### src/rtl/conv_pe_engine_if.sv
// rtl/conv_pe_engine_if.sv - operand, result and status bundle for conv_pe_engine
interface conv_pe_engine_if #(parameter int DW = 8);
    logic          start;
    logic [DW-1:0] a11, a12, a13, a14, a21, a22, a23, a24;
    logic [DW-1:0] a31, a32, a33, a34, a41, a42, a43, a44;
    logic [DW-1:0] b11, b12, b13, b21, b22, b23, b31, b32, b33;
    logic [DW-1:0] out;
    logic          we_pe_1, we_pe_2, we_pe_3, we_pe_4;
    logic          busy, done, sat;

    modport master (
        output start,
        output a11, a12, a13, a14, a21, a22, a23, a24,
        output a31, a32, a33, a34, a41, a42, a43, a44,
        output b11, b12, b13, b21, b22, b23, b31, b32, b33,
        input  out, we_pe_1, we_pe_2, we_pe_3, we_pe_4, busy, done, sat
    );

    modport slave (
        input  start,
        input  a11, a12, a13, a14, a21, a22, a23, a24,
        input  a31, a32, a33, a34, a41, a42, a43, a44,
        input  b11, b12, b13, b21, b22, b23, b31, b32, b33,
        output out, we_pe_1, we_pe_2, we_pe_3, we_pe_4, busy, done, sat
    );
endinterface

### src/rtl/conv_pe_engine.sv
// rtl/conv_pe_engine.sv - single-MAC 4x4 by 3x3 valid convolution into four PE result RAMs
module conv_pe_engine #(
    parameter int DW   = 8,
    parameter int ACCW = 2 * DW + 4
) (
    input  logic              clk,
    input  logic              rst_n,
    conv_pe_engine_if.slave   bus
);
    typedef enum logic [1:0] {IDLE, MAC, WRITE, DONE} state_t;

    localparam logic [ACCW-1:0] MAXV = ACCW'((64'd1 << DW) - 64'd1);

    state_t        state;
    logic [DW-1:0] a_in [4][4];
    logic [DW-1:0] b_in [3][3];
    logic [DW-1:0] a_q  [4][4];
    logic [DW-1:0] b_q  [3][3];
    logic [1:0]    o;
    logic [1:0]    ti, tj;
    logic [ACCW-1:0] acc;
    logic [DW-1:0] out_q;
    logic [3:0]    we_q;
    logic          busy_q, done_q, sat_q;

    assign a_in[0][0] = bus.a11; assign a_in[0][1] = bus.a12;
    assign a_in[0][2] = bus.a13; assign a_in[0][3] = bus.a14;
    assign a_in[1][0] = bus.a21; assign a_in[1][1] = bus.a22;
    assign a_in[1][2] = bus.a23; assign a_in[1][3] = bus.a24;
    assign a_in[2][0] = bus.a31; assign a_in[2][1] = bus.a32;
    assign a_in[2][2] = bus.a33; assign a_in[2][3] = bus.a34;
    assign a_in[3][0] = bus.a41; assign a_in[3][1] = bus.a42;
    assign a_in[3][2] = bus.a43; assign a_in[3][3] = bus.a44;
    assign b_in[0][0] = bus.b11; assign b_in[0][1] = bus.b12;
    assign b_in[0][2] = bus.b13; assign b_in[1][0] = bus.b21;
    assign b_in[1][1] = bus.b22; assign b_in[1][2] = bus.b23;
    assign b_in[2][0] = bus.b31; assign b_in[2][1] = bus.b32;
    assign b_in[2][2] = bus.b33;

    assign bus.out     = out_q;
    assign bus.we_pe_1 = we_q[0];
    assign bus.we_pe_2 = we_q[1];
    assign bus.we_pe_3 = we_q[2];
    assign bus.we_pe_4 = we_q[3];
    assign bus.busy    = busy_q;
    assign bus.done    = done_q;
    assign bus.sat     = sat_q;

    // Output o selects the window origin: row offset o[1], column offset o[0].
    logic [1:0]      ar, ac;
    logic [2*DW-1:0] prod;
    logic [ACCW-1:0] sum;
    logic            last_tap;

    assign ar       = ti + {1'b0, o[1]};
    assign ac       = tj + {1'b0, o[0]};
    assign prod     = a_q[ar][ac] * b_q[ti][tj];
    assign sum      = ((ti == 2'd0 && tj == 2'd0) ? '0 : acc) + ACCW'(prod);
    assign last_tap = (ti == 2'd2) && (tj == 2'd2);

    always_ff @(posedge clk or negedge rst_n) begin
        if (!rst_n) begin
            state  <= IDLE;
            o      <= '0;
            ti     <= '0;
            tj     <= '0;
            acc    <= '0;
            out_q  <= '0;
            we_q   <= '0;
            busy_q <= 1'b0;
            done_q <= 1'b0;
            sat_q  <= 1'b0;
            for (int i = 0; i < 4; i++)
                for (int j = 0; j < 4; j++)
                    a_q[i][j] <= '0;
            for (int i = 0; i < 3; i++)
                for (int j = 0; j < 3; j++)
                    b_q[i][j] <= '0;
        end else begin
            case (state)
                IDLE: begin
                    done_q <= 1'b0;
                    if (bus.start) begin
                        a_q    <= a_in;
                        b_q    <= b_in;
                        sat_q  <= 1'b0;
                        o      <= '0;
                        ti     <= '0;
                        tj     <= '0;
                        busy_q <= 1'b1;
                        state  <= MAC;
                    end
                end
                MAC: begin
                    acc <= sum;
                    if (last_tap) begin
                        out_q <= (sum > MAXV) ? {DW{1'b1}} : sum[DW-1:0];
                        we_q  <= 4'b0001 << o;
                        if (sum > MAXV)
                            sat_q <= 1'b1;
                        state <= WRITE;
                    end else if (tj == 2'd2) begin
                        tj <= '0;
                        ti <= ti + 2'd1;
                    end else begin
                        tj <= tj + 2'd1;
                    end
                end
                WRITE: begin
                    we_q <= '0;
                    ti   <= '0;
                    tj   <= '0;
                    if (o != 2'd3) begin
                        o     <= o + 2'd1;
                        state <= MAC;
                    end else begin
                        done_q <= 1'b1;
                        state  <= DONE;
                    end
                end
                DONE: begin
                    done_q <= 1'b0;
                    busy_q <= 1'b0;
                    o      <= '0;
                    state  <= IDLE;
                end
                default: state <= IDLE;
            endcase
        end
    end
endmodule

### src/flat_wrapper.sv
// flat-port wrapper written by rule: the top's interface ports become plain ports
module conv_pe_engine_flat 
#(
    parameter int DW   = 8,
    parameter int ACCW = 2 * DW + 4
)
  (clk, rst_n, bus_start, bus_a11, bus_a12, bus_a13, bus_a14, bus_a21, bus_a22, bus_a23, bus_a24, bus_a31, bus_a32, bus_a33, bus_a34, bus_a41, bus_a42, bus_a43, bus_a44, bus_b11, bus_b12, bus_b13, bus_b21, bus_b22, bus_b23, bus_b31, bus_b32, bus_b33, bus_out, bus_we_pe_1, bus_we_pe_2, bus_we_pe_3, bus_we_pe_4, bus_busy, bus_done, bus_sat);
  conv_pe_engine_if #(.DW(DW)) bus_i ();
  input  logic clk;
  input  logic rst_n;
  input wire logic [$bits(bus_i.start)-1:0] bus_start;
  input wire logic [$bits(bus_i.a11)-1:0] bus_a11;
  input wire logic [$bits(bus_i.a12)-1:0] bus_a12;
  input wire logic [$bits(bus_i.a13)-1:0] bus_a13;
  input wire logic [$bits(bus_i.a14)-1:0] bus_a14;
  input wire logic [$bits(bus_i.a21)-1:0] bus_a21;
  input wire logic [$bits(bus_i.a22)-1:0] bus_a22;
  input wire logic [$bits(bus_i.a23)-1:0] bus_a23;
  input wire logic [$bits(bus_i.a24)-1:0] bus_a24;
  input wire logic [$bits(bus_i.a31)-1:0] bus_a31;
  input wire logic [$bits(bus_i.a32)-1:0] bus_a32;
  input wire logic [$bits(bus_i.a33)-1:0] bus_a33;
  input wire logic [$bits(bus_i.a34)-1:0] bus_a34;
  input wire logic [$bits(bus_i.a41)-1:0] bus_a41;
  input wire logic [$bits(bus_i.a42)-1:0] bus_a42;
  input wire logic [$bits(bus_i.a43)-1:0] bus_a43;
  input wire logic [$bits(bus_i.a44)-1:0] bus_a44;
  input wire logic [$bits(bus_i.b11)-1:0] bus_b11;
  input wire logic [$bits(bus_i.b12)-1:0] bus_b12;
  input wire logic [$bits(bus_i.b13)-1:0] bus_b13;
  input wire logic [$bits(bus_i.b21)-1:0] bus_b21;
  input wire logic [$bits(bus_i.b22)-1:0] bus_b22;
  input wire logic [$bits(bus_i.b23)-1:0] bus_b23;
  input wire logic [$bits(bus_i.b31)-1:0] bus_b31;
  input wire logic [$bits(bus_i.b32)-1:0] bus_b32;
  input wire logic [$bits(bus_i.b33)-1:0] bus_b33;
  output wire logic [$bits(bus_i.out)-1:0] bus_out;
  output wire logic [$bits(bus_i.we_pe_1)-1:0] bus_we_pe_1;
  output wire logic [$bits(bus_i.we_pe_2)-1:0] bus_we_pe_2;
  output wire logic [$bits(bus_i.we_pe_3)-1:0] bus_we_pe_3;
  output wire logic [$bits(bus_i.we_pe_4)-1:0] bus_we_pe_4;
  output wire logic [$bits(bus_i.busy)-1:0] bus_busy;
  output wire logic [$bits(bus_i.done)-1:0] bus_done;
  output wire logic [$bits(bus_i.sat)-1:0] bus_sat;
  assign bus_i.start = bus_start;
  assign bus_i.a11 = bus_a11;
  assign bus_i.a12 = bus_a12;
  assign bus_i.a13 = bus_a13;
  assign bus_i.a14 = bus_a14;
  assign bus_i.a21 = bus_a21;
  assign bus_i.a22 = bus_a22;
  assign bus_i.a23 = bus_a23;
  assign bus_i.a24 = bus_a24;
  assign bus_i.a31 = bus_a31;
  assign bus_i.a32 = bus_a32;
  assign bus_i.a33 = bus_a33;
  assign bus_i.a34 = bus_a34;
  assign bus_i.a41 = bus_a41;
  assign bus_i.a42 = bus_a42;
  assign bus_i.a43 = bus_a43;
  assign bus_i.a44 = bus_a44;
  assign bus_i.b11 = bus_b11;
  assign bus_i.b12 = bus_b12;
  assign bus_i.b13 = bus_b13;
  assign bus_i.b21 = bus_b21;
  assign bus_i.b22 = bus_b22;
  assign bus_i.b23 = bus_b23;
  assign bus_i.b31 = bus_b31;
  assign bus_i.b32 = bus_b32;
  assign bus_i.b33 = bus_b33;
  assign bus_out = bus_i.out;
  assign bus_we_pe_1 = bus_i.we_pe_1;
  assign bus_we_pe_2 = bus_i.we_pe_2;
  assign bus_we_pe_3 = bus_i.we_pe_3;
  assign bus_we_pe_4 = bus_i.we_pe_4;
  assign bus_busy = bus_i.busy;
  assign bus_done = bus_i.done;
  assign bus_sat = bus_i.sat;
  conv_pe_engine #(.DW(DW), .ACCW(ACCW)) u_core (.clk(clk), .rst_n(rst_n), .bus(bus_i));
endmodule
### config.mk
export PLATFORM = sky130hd
export DESIGN_NAME = conv_pe_engine_flat
export DESIGN_NICKNAME = d
export VERILOG_FILES = /design/src/rtl/conv_pe_engine_if.sv /design/src/rtl/conv_pe_engine.sv /design/src/flat_wrapper.sv
export SDC_FILE = /design/constraint.sdc
export NUM_CORES = 1
export LEC_CHECK = 0
export CAP_MARGIN = 25
export CORE_UTILIZATION = 28
export CTS_CLUSTER_SIZE = 40
export DETAILED_ROUTE_END_ITERATION = 10
export PLACE_DENSITY_LB_ADDON = 0.3
export SYNTH_ARGS = -nofsm -noshare
export SYNTH_HDL_FRONTEND = slang
export SYNTH_SLANG_ARGS = --single-unit
### constraint.sdc
create_clock -name clk -period 13 [get_ports clk]
set_input_delay 2.6 -clock clk [delete_from_list [all_inputs] [get_ports clk]]
set_output_delay 2.6 -clock clk [all_outputs]
set_load 0.01 [all_outputs]
==> flow_summary.toml, run 1 <==
[worst_setup_path]
path_max_fanout = 32
cp_cell_sequence = "ha_2 -> buf_4 -> mux4_2 -> mux4_2 -> nand2_1 -> fa_1 -> fa_1 -> inv_1 -> fa_1 -> inv_1 -> fa_1 -> inv_1 -> ha_1 -> o211ai_2 -> o21ai_1 -> o2bb2ai_1 -> o211ai_1 -> xnor2_1 -> nor3b_1 -> a31oi_1"
r2r_slack_ps = 5480
endpoint_kind = "flop"
crit_path_top_delay_cell = "mux4_2"
crit_top_cell = "fa_1"
critPathKind = "reg2reg"
critPathArrivalTime_ps = 7910
critPathLaunchType = "flop"
cp_top_family = "adder cells"
path_buf_inv = 4
crit_required_ps = 13390
slowest_delay_ps = 650

[clocking]
clockBufferDepth = 3
cts_tree = "done"
cts_num_sinks = 243
cts_setup_buffers = 0
cts.clk_slew.worst_paths_ps = 60
holdBufCountCts = 0
clk_latency_ps = 550
cts_buffers = 28
htree_num_levels = 1
root_buffer = "clkbuf_16"
cts_resized = 0

[global_route]
antenna_found_initial = 16
grt_first_pass_wirelength_um = 58800
grt_max_degree = 161
grt_overflow = 0
grtUsageTotal = 0.151
grt_pass1_vias = 10200

[timing]
fmax_ghz = 0.133
relSlewSlack = 0.255
hold_violations = 0
tightest_slew_ps = 1110
setup_violations = 0
fin_crit_ps = 7520
rsz0062_at_grt = "false"
fin_setup_tns_ps = 0
period_share = 0.578
drv_slew = 0
skew_ps = 12.1

[placed_design]
gp_congestion = 0.831
placed_area_um2 = 16800
io_buffers = 217
place_hpwl_um = 28800

[cells_and_area]
nNetsFinal = 1629
design_area_um2 = 17900
mostFrequentLayoutCells = "dfrtp_1, mux2_2, clkdlybuf4s50_1"
area_growth_syn_to_layout_pct = 28.4
layout_commonest_cell = "dfrtp_1"
drive_above_1_share = 0.259

[synthesis]
async_reset_ff_frac = 1.00
synth-edff-count = 0
synth_cell_types = 63
syn-cell-area_um2 = 13900
syn_nets = 1417
synthFlopType = "dfrtp_1"
synth.area.top_cells = "dfrtp_1, mux2_2, fa_1"
yosysTopAreaCell = "dfrtp_1"
yosysSeqAreaShare = 0.437
synth.avg_cell_area_um2 = 12.5
yosysWarnings = 0
synth.ff_latch_count = 243
syn_inst = 1111
synth_top_area_frac = 0.437

[detailed_routing]
detail_route.wl_per_cell_um = 18.7
vias = 9383
ant_nets = 0
drt_iter0_markers = 414
wirelength_um = 37700
drt_first_pass_iters = 5
drc = 0
via_per_inst = 4.66

[floorplanning]
die_y_um = 225
start_util = 0.284
num_io_pins = 218
die_area_um2 = 50600
core_area_um2 = 49000
placementRows = 81
die_w_um = 225

[outcome]
status = "complete, no violations"

[hold_path]
hold_class = "reg2reg"

[flow_run]
drv_cap = 0
## cell usage after synthesis, drive strengths merged, types with 7 or more instances
library cell	instances
mux2	228
o21ai	29
dfrtp	243
xor2	7
a41oi	8
mux4	40
mux2i	10
a221oi	14
ha	53
nand3	7
and2	38
inv	108
o211ai	7
xnor2	8
buf	11
o32ai	7
nor2	34
clkbuf	37
fa	50
nand2	78
a21oi	27
## per-stage QoR
stage / hold WS (ps) / util / setup WS, ps / std cells
CTS: 482 / 0.364 / 5440 / 2007
global placement: 454 / 0.343 / 5080 / 1952
floorplan: 441 / - / 6370 / 1111
finish: 475 / 0.365 / 5480 / 2013
global route: 497 / 0.365 / 4930 / 2011
detailed placement: 468 / 0.344 / 5450 / 1955
## kinds of logic (layout without fill, tap and decap cells)
family / count (synthesis) / in the layout / share of synthesized area
other cells: 0 / 4 / 0
xor+xnor: 15 / 15 / 0.00999
fa+ha+maj: 103 / 103 / 0.120
mux: 278 / 278 / 0.257
flops: 243 / 243 / 0.437
buf+inv: 156 / 390 / 0.0431
compound gates: 127 / 127 / 0.0656
simple gates: 189 / 189 / 0.0680
## path summary, 6_finish.rpt
kind | startpoint | end | depth (start not counted)
max | u_core.ti[0] | u_core.bus.out[7] | 20
min | u_core.acc[15] | u_core.acc[15] | 1
max reg2reg | u_core.ti[0] | u_core.bus.out[7] | 20
min reg2reg | u_core.acc[15] | u_core.acc[15] | 1
max in group asynchronous | rst_n | u_core.bus.out[2] | 4
min in group asynchronous | rst_n | u_core.a_q[31] | 1
## final cells by class
| type | count | area, um2 |
|---|---|---|
| fillers | 4782 | 31100 |
| multi-input cells | 712 | 7250 |
| flip-flops and latches | 243 | 6080 |
| repair buffers | 230 | 2300 |
| clock buffers | 42 | 855 |
| well taps | 664 | 831 |
| inverters | 108 | 405 |
| clock inverters | 10 | 129 |
| diodes | 4 | 10.0 |
## per-layer routing
| layer | vias up | GRT usage | wire, um |
|---|---|---|---|
| li1 | 4350 | - | - |
| met1 | 4729 | 0.176 | 15100 |
| met2 | 219 | 0.265 | 19000 |
| met3 | 67 | 0.0468 | 2530 |
| met4 | 18 | 0.0470 | 972 |
| met5 | - | 0 | 115 |
## flip-flops by register name, summed over array words and instances (netlist names)
name,cells
u_core.a_q,128
u_core.acc,20
u_core.b_q,72
u_core.bus.busy,1
u_core.bus.done,1
u_core.bus.out,8
u_core.bus.sat,1
u_core.o,2
u_core.state,2
u_core.ti,2
u_core.tj,2
u_core.we_q,4
Power of run 1 is left out: the tool's default activity adds up to more than one toggle a clock period on the data nets, which glitch-free logic cannot reach.
==> run 2: changes to the inputs <==
- clock period: 13 -> 6.28 ns (I/O delays scaled with it)
==> run 2 against run 1 <==
The flow now finishes with violations (setup timing). Clock skew is 3.9 ps lower. Final cell count is 5.2% higher. Fmax is 17% higher. Sequential share of layout area is 2.1 points lower. Flip-flop and latch count stayed put. Wire length is 3.2% higher. Core utilization is 2.4 points higher. Die area stayed put. Critical path depth is 3 higher. Worst hold slack better by 3.6 ps. First-iteration DRC count is 4.6% lower. Critical path type unchanged. Largest cell class unchanged.
==> flow_summary.toml, run 2 (synthesized netlist as in run 1, its figures left out) <==
[outcome]
status = "finished with violations"
violations = "setup timing"

[cells_and_area]
regMostFlops = "u_core.a_q"
nNetsFinal = 1733
mostFrequentLayoutCells = "dfrtp_1, mux2_2, clkdlybuf4s50_1"
fillers = 4652
design_area_um2 = 19000
area_growth_syn_to_layout_pct = 36.9
largest_reg_flops = 128
top_regs = "u_core.a_q: 128 flops, u_core.b_q: 72 flops, u_core.acc: 20 flops"
drive_above_1_share = 0.352
layout_commonest_cell = "dfrtp_1"

[placed_design]
gp_congestion = 0.839
placed_area_um2 = 17600
io_buffers = 217
place_hpwl_um = 29600

[detailed_routing]
drt_first_pass_iters = 5
drt_iter0_markers = 395
wirelength_um = 38900
ant_nets = 0
vias = 9725
via_per_inst = 4.59
drc = 0
detail_route.wl_per_cell_um = 18.4

[clocking]
cts_num_sinks = 243
cts_buffers = 29
clk_latency_ps = 540
clockBufferDepth = 3
htree_num_levels = 1
cts_tree = "done"
holdBufCountCts = 0
cts.clk_slew.worst_paths_ps = 60
root_buffer = "clkbuf_16"

[worst_setup_path]
critPathLaunchType = "flop"
crit_required_ps = 6690
crit_path_top_delay_cell = "mux4_2"
cp_cell_sequence = "ha_4 -> xnor2_4 -> buf_12 -> mux4_2 -> mux4_2 -> buf_6 -> and2_4 -> fa_1 -> fa_1 -> fa_1 -> inv_2 -> fa_1 -> inv_2 -> ha_4 -> o211a_1 -> o31ai_4 -> buf_4 -> a21oi_2 -> a311oi_2 -> a2111o_1 -> nor4_4 -> buf_4 -> a41oi_1"
crit_top_cell = "fa_1"
endpoint_kind = "flop"
path_max_fanout = 8
slowest_delay_ps = 540
critPathArrivalTime_ps = 6820
critPathKind = "reg2reg"

[global_route]
grt_first_pass_wirelength_um = 60800
grt_overflow = 0
grt_max_degree = 174
grt_pass1_vias = 10600
antenna_found_initial = 10
grtUsageTotal = 0.155

[floorplanning]
start_util = 0.284
die_w_um = 225
die_y_um = 225
num_io_pins = 218
placementRows = 81
core_area_um2 = 49000
die_area_um2 = 50600

[timing]
hold_violations = 0
period_share = 1.02
drv_slew = 0
fin_crit_ps = 6420
relSlewSlack = 0.258
skew_ps = 8.17
fmax_ghz = 0.156
layout_setup_ws_ps = -138
setup_violations = 9
rsz0062_at_grt = "true"
tightest_slew_ps = 1110

[flow_run]
drv_cap = 0

[hold_path]
hold_class = "reg2reg"
==> run 2: layout make-up <==
class                   instances  area, um2  area share
multi-input cells             712       7590       0.399
repair buffers                333       3180       0.167
clock buffers                  41        841      0.0441
well taps                     664        831      0.0436
diodes                          5       12.5    0.000657
inverters                     108        405      0.0213
clock inverters                12        101     0.00532
flip-flops and latches        243       6080       0.319
==> run 2: through the flow <==
stage | worst slack [ps] | utilization | hold slack [ps] | TNS (ps) | instances
2_1_floorplan | -14.1 | - | 441 | -95.8 | 1111
3_3_place_gp | -218 | 0.360 | 453 | -1840 | 2033
3_5_place_dp | -323 | 0.360 | 470 | -2700 | 2033
4_1_cts | -124 | 0.385 | 484 | -978 | 2101
5_1_grt | -377 | 0.389 | 500 | -3370 | 2117
6_report | -138 | 0.389 | 478 | -1070 | 2118
==> run 2: per-layer routing <==
metal  vias up  track usage  wire length [um]
met5         -            0                35
met4         6       0.0384               631
met3        47       0.0379              2120
met2       206        0.273             19900
met1      4930        0.188             16200
li1       4536            -                 -
==> run 2: worst paths after layout <==
check | startpoint | cells past startpoint | slack [ps] | end
worst max-delay path | u_core.ti[0] | 23 | -140 | u_core.bus.out[5]
worst min-delay path | u_core.acc[15] | 1 | 480 | u_core.acc[15]
worst max register to register | u_core.ti[0] | 23 | -140 | u_core.bus.out[5]
worst min register to register | u_core.acc[15] | 1 | 480 | u_core.acc[15]
max in group asynchronous | rst_n | 2 | 4090 | u_core.a_q[5]
min in group asynchronous | rst_n | 1 | 670 | u_core.a_q[14]
==> run 2: worst max-delay path, delay by kind of cell (launching register included) <==
| kind | cells | cell delay (ps) |
|---|---|---|
| muxes | 2 | 1050 |
| buffers and inverters | 6 | 760 |
| xor gates and xnor gates | 1 | 150 |
| adders and majority gates | 6 | 2430 |
| and+or+nand+nor | 2 | 350 |
| DFF | 1 | 400 |
| AOI/OAI and AO/OA | 6 | 1110 |
==> run 2: what timing repair did <==
item                       in CTS  in global routing
setup endpoints to repair      10                 10
pin swaps                      39                 15
gates resized for setup        39                 24
cloned                          1                  1
setup buffers                  14                 11
Power of run 2 is left out for the same reason.
==> run 3: changes to the inputs <==
- CELL_PAD_IN_SITES_DETAIL_PLACEMENT: default -> 1
- CELL_PAD_IN_SITES_GLOBAL_PLACEMENT: default -> 2
==> run 3 against run 2 <==
Critical path type unchanged. First-iteration DRC count shrank 0.25%. Clock skew increased by 3.7 ps. The flow still finishes with violations (setup timing). Non-clock buffer count decreased by 1. Flip-flop and latch count stayed put. Wire length grew 9.5%. Register-to-register slack got worse by 100 ps. Fmax decreased by 1.6%. Core utilization increased by 0.28 points.
==> flow_summary.toml, run 3 (synthesized netlist as in run 1, its figures left out) <==
[placed_design]
placedCellCount = 2035
place_hpwl_um = 32800
io_buffers = 217
gp_congestion = 0.788
placed_area_um2 = 17600

[detailed_routing]
wirelength_um = 42600
detail_route.wl_per_cell_um = 20.1
vias = 9936
ant_nets = 0
via_per_inst = 4.69
drt_iter0_markers = 394
drt_first_pass_iters = 4
drc = 0

[timing]
fin_crit_ps = 6520
hold_violations = 0
rsz0062_at_grt = "true"
relSlewSlack = 0.409
tightest_slew_ps = 886
period_share = 1.04
fmax_ghz = 0.153
layout_setup_ws_ps = -242
drv_slew = 0
setup_violations = 9
skew_ps = 11.9

[floorplanning]
num_io_pins = 218
placementRows = 81
die_w_um = 225
die_area_um2 = 50600
start_util = 0.284
core_area_um2 = 49000
die_y_um = 225

[clocking]
cts_buffers = 30
cts.clk_slew.worst_paths_ps = 60
clockBufferDepth = 3
cts_tree = "done"
root_buffer = "clkbuf_16"
cts_num_sinks = 243
clk_latency_ps = 560
holdBufCountCts = 0
htree_num_levels = 1

[cells_and_area]
fillers = 5172
mostFrequentLayoutCells = "dfrtp_1, mux2_2, clkdlybuf4s50_1"
layout_commonest_cell = "dfrtp_1"
largest_reg_flops = 128
design_area_um2 = 19200
nNetsFinal = 1733
regMostFlops = "u_core.a_q"
area_growth_syn_to_layout_pct = 37.9
drive_above_1_share = 0.350
layout.cells.non_filler = 2118
top_regs = "u_core.a_q: 128 flops, u_core.b_q: 72 flops, u_core.acc: 20 flops"

[worst_setup_path]
critPathKind = "reg2reg"
critPathLaunchType = "flop"
crit_required_ps = 6710
endpoint_kind = "flop"
path_max_fanout = 8
critPathArrivalTime_ps = 6950

[global_route]
grtUsageTotal = 0.174
grt_pass1_vias = 11200
antenna_found_initial = 12
grt_max_degree = 149
grt_first_pass_wirelength_um = 67200
grt_overflow = 0

[outcome]
status = "finished with violations"
violations = "setup timing"

[flow_run]
drv_cap = 0

[hold_path]
hold_class = "reg2reg"
-- run 3: changes by cell type in the layout (fill, tap and decap cells not counted), moves of 4 or more --
cell | before | now
inv_1 | 101 | 105
inv_2 | 7 | 3
and2_4 | 11 | 7
nand2_2 | 4 | 9
and2_1 | 27 | 31
-- run 3: per-stage QoR --
step / utilization / TNS, ps / setup slack (ps) / hold slack, ps
global route: 0.392 / -4210 / -466 / 498
finish: 0.392 / -1960 / -242 / 471
global placement: 0.360 / -2670 / -295 / 452
floorplan: - / -95.8 / -14.1 / 441
detailed placement: 0.360 / -3460 / -390 / 458
CTS: 0.386 / -1870 / -222 / 472
-- run 3: area by class of cell --
cell class              count  area [um2]  share of cell area
flip-flops and latches    243        6080               0.317
clock inverters            12         168             0.00874
diodes                      4        10.0            0.000522
inverters                 108         405              0.0211
clock buffers              43         901              0.0470
well taps                 664         831              0.0433
multi-input cells         712        7600               0.396
repair buffers            332        3190               0.166
-- run 3: repair_timing --
item | in CTS | in global routing
gates cloned | 1 | 2
endpoints found under the setup margin | 10 | 14
setup buffers | 6 | 15
pin swaps | 5 | 27
gates resized for setup | 29 | 28
-- run 3: worst max-delay path, stage by stage, from the launching register on --
cell       delay [ps]
dfrtp_1           410
ha_4              200
xnor2_4           150
buf_12            170
mux4_2            550
mux4_2            570
buf_6             170
and2_4            130
fa_1              520
fa_1              510
fa_1              490
inv_1              50
fa_1              490
inv_2              50
ha_4              240
o21a_1            210
or2_1             220
a21boi_2          160
xor2_1            150
a2111o_1          410
nor4_4            140
buf_4             180
clkbuf_16         140
a41oi_1           110
-- run 3: final timing paths --
path	end	start	depth (start not counted)	slack, ps
worst max register to register	u_core.bus.out[6]	u_core.o[1]	23	-240
worst min register to register	u_core.acc[9]	u_core.acc[9]	1	470
worst max-delay path	u_core.bus.out[6]	u_core.o[1]	23	-240
worst min-delay path	u_core.acc[9]	u_core.acc[9]	1	470
max in group asynchronous	u_core.bus.out[3]	rst_n	2	4240
min in group asynchronous	u_core.a_q[31]	rst_n	1	700
-- run 3: per-layer routing --
metal / part of all wire / vias up / global-route usage
met3: 0.049 / 64 / 0.0358
met5: 0.0024 / - / 0
li1: - / 4548 / -
met2: 0.51 / 197 / 0.306
met1: 0.41 / 5111 / 0.215
met4: 0.022 / 16 / 0.0467
Power of run 3 is left out for the same reason.
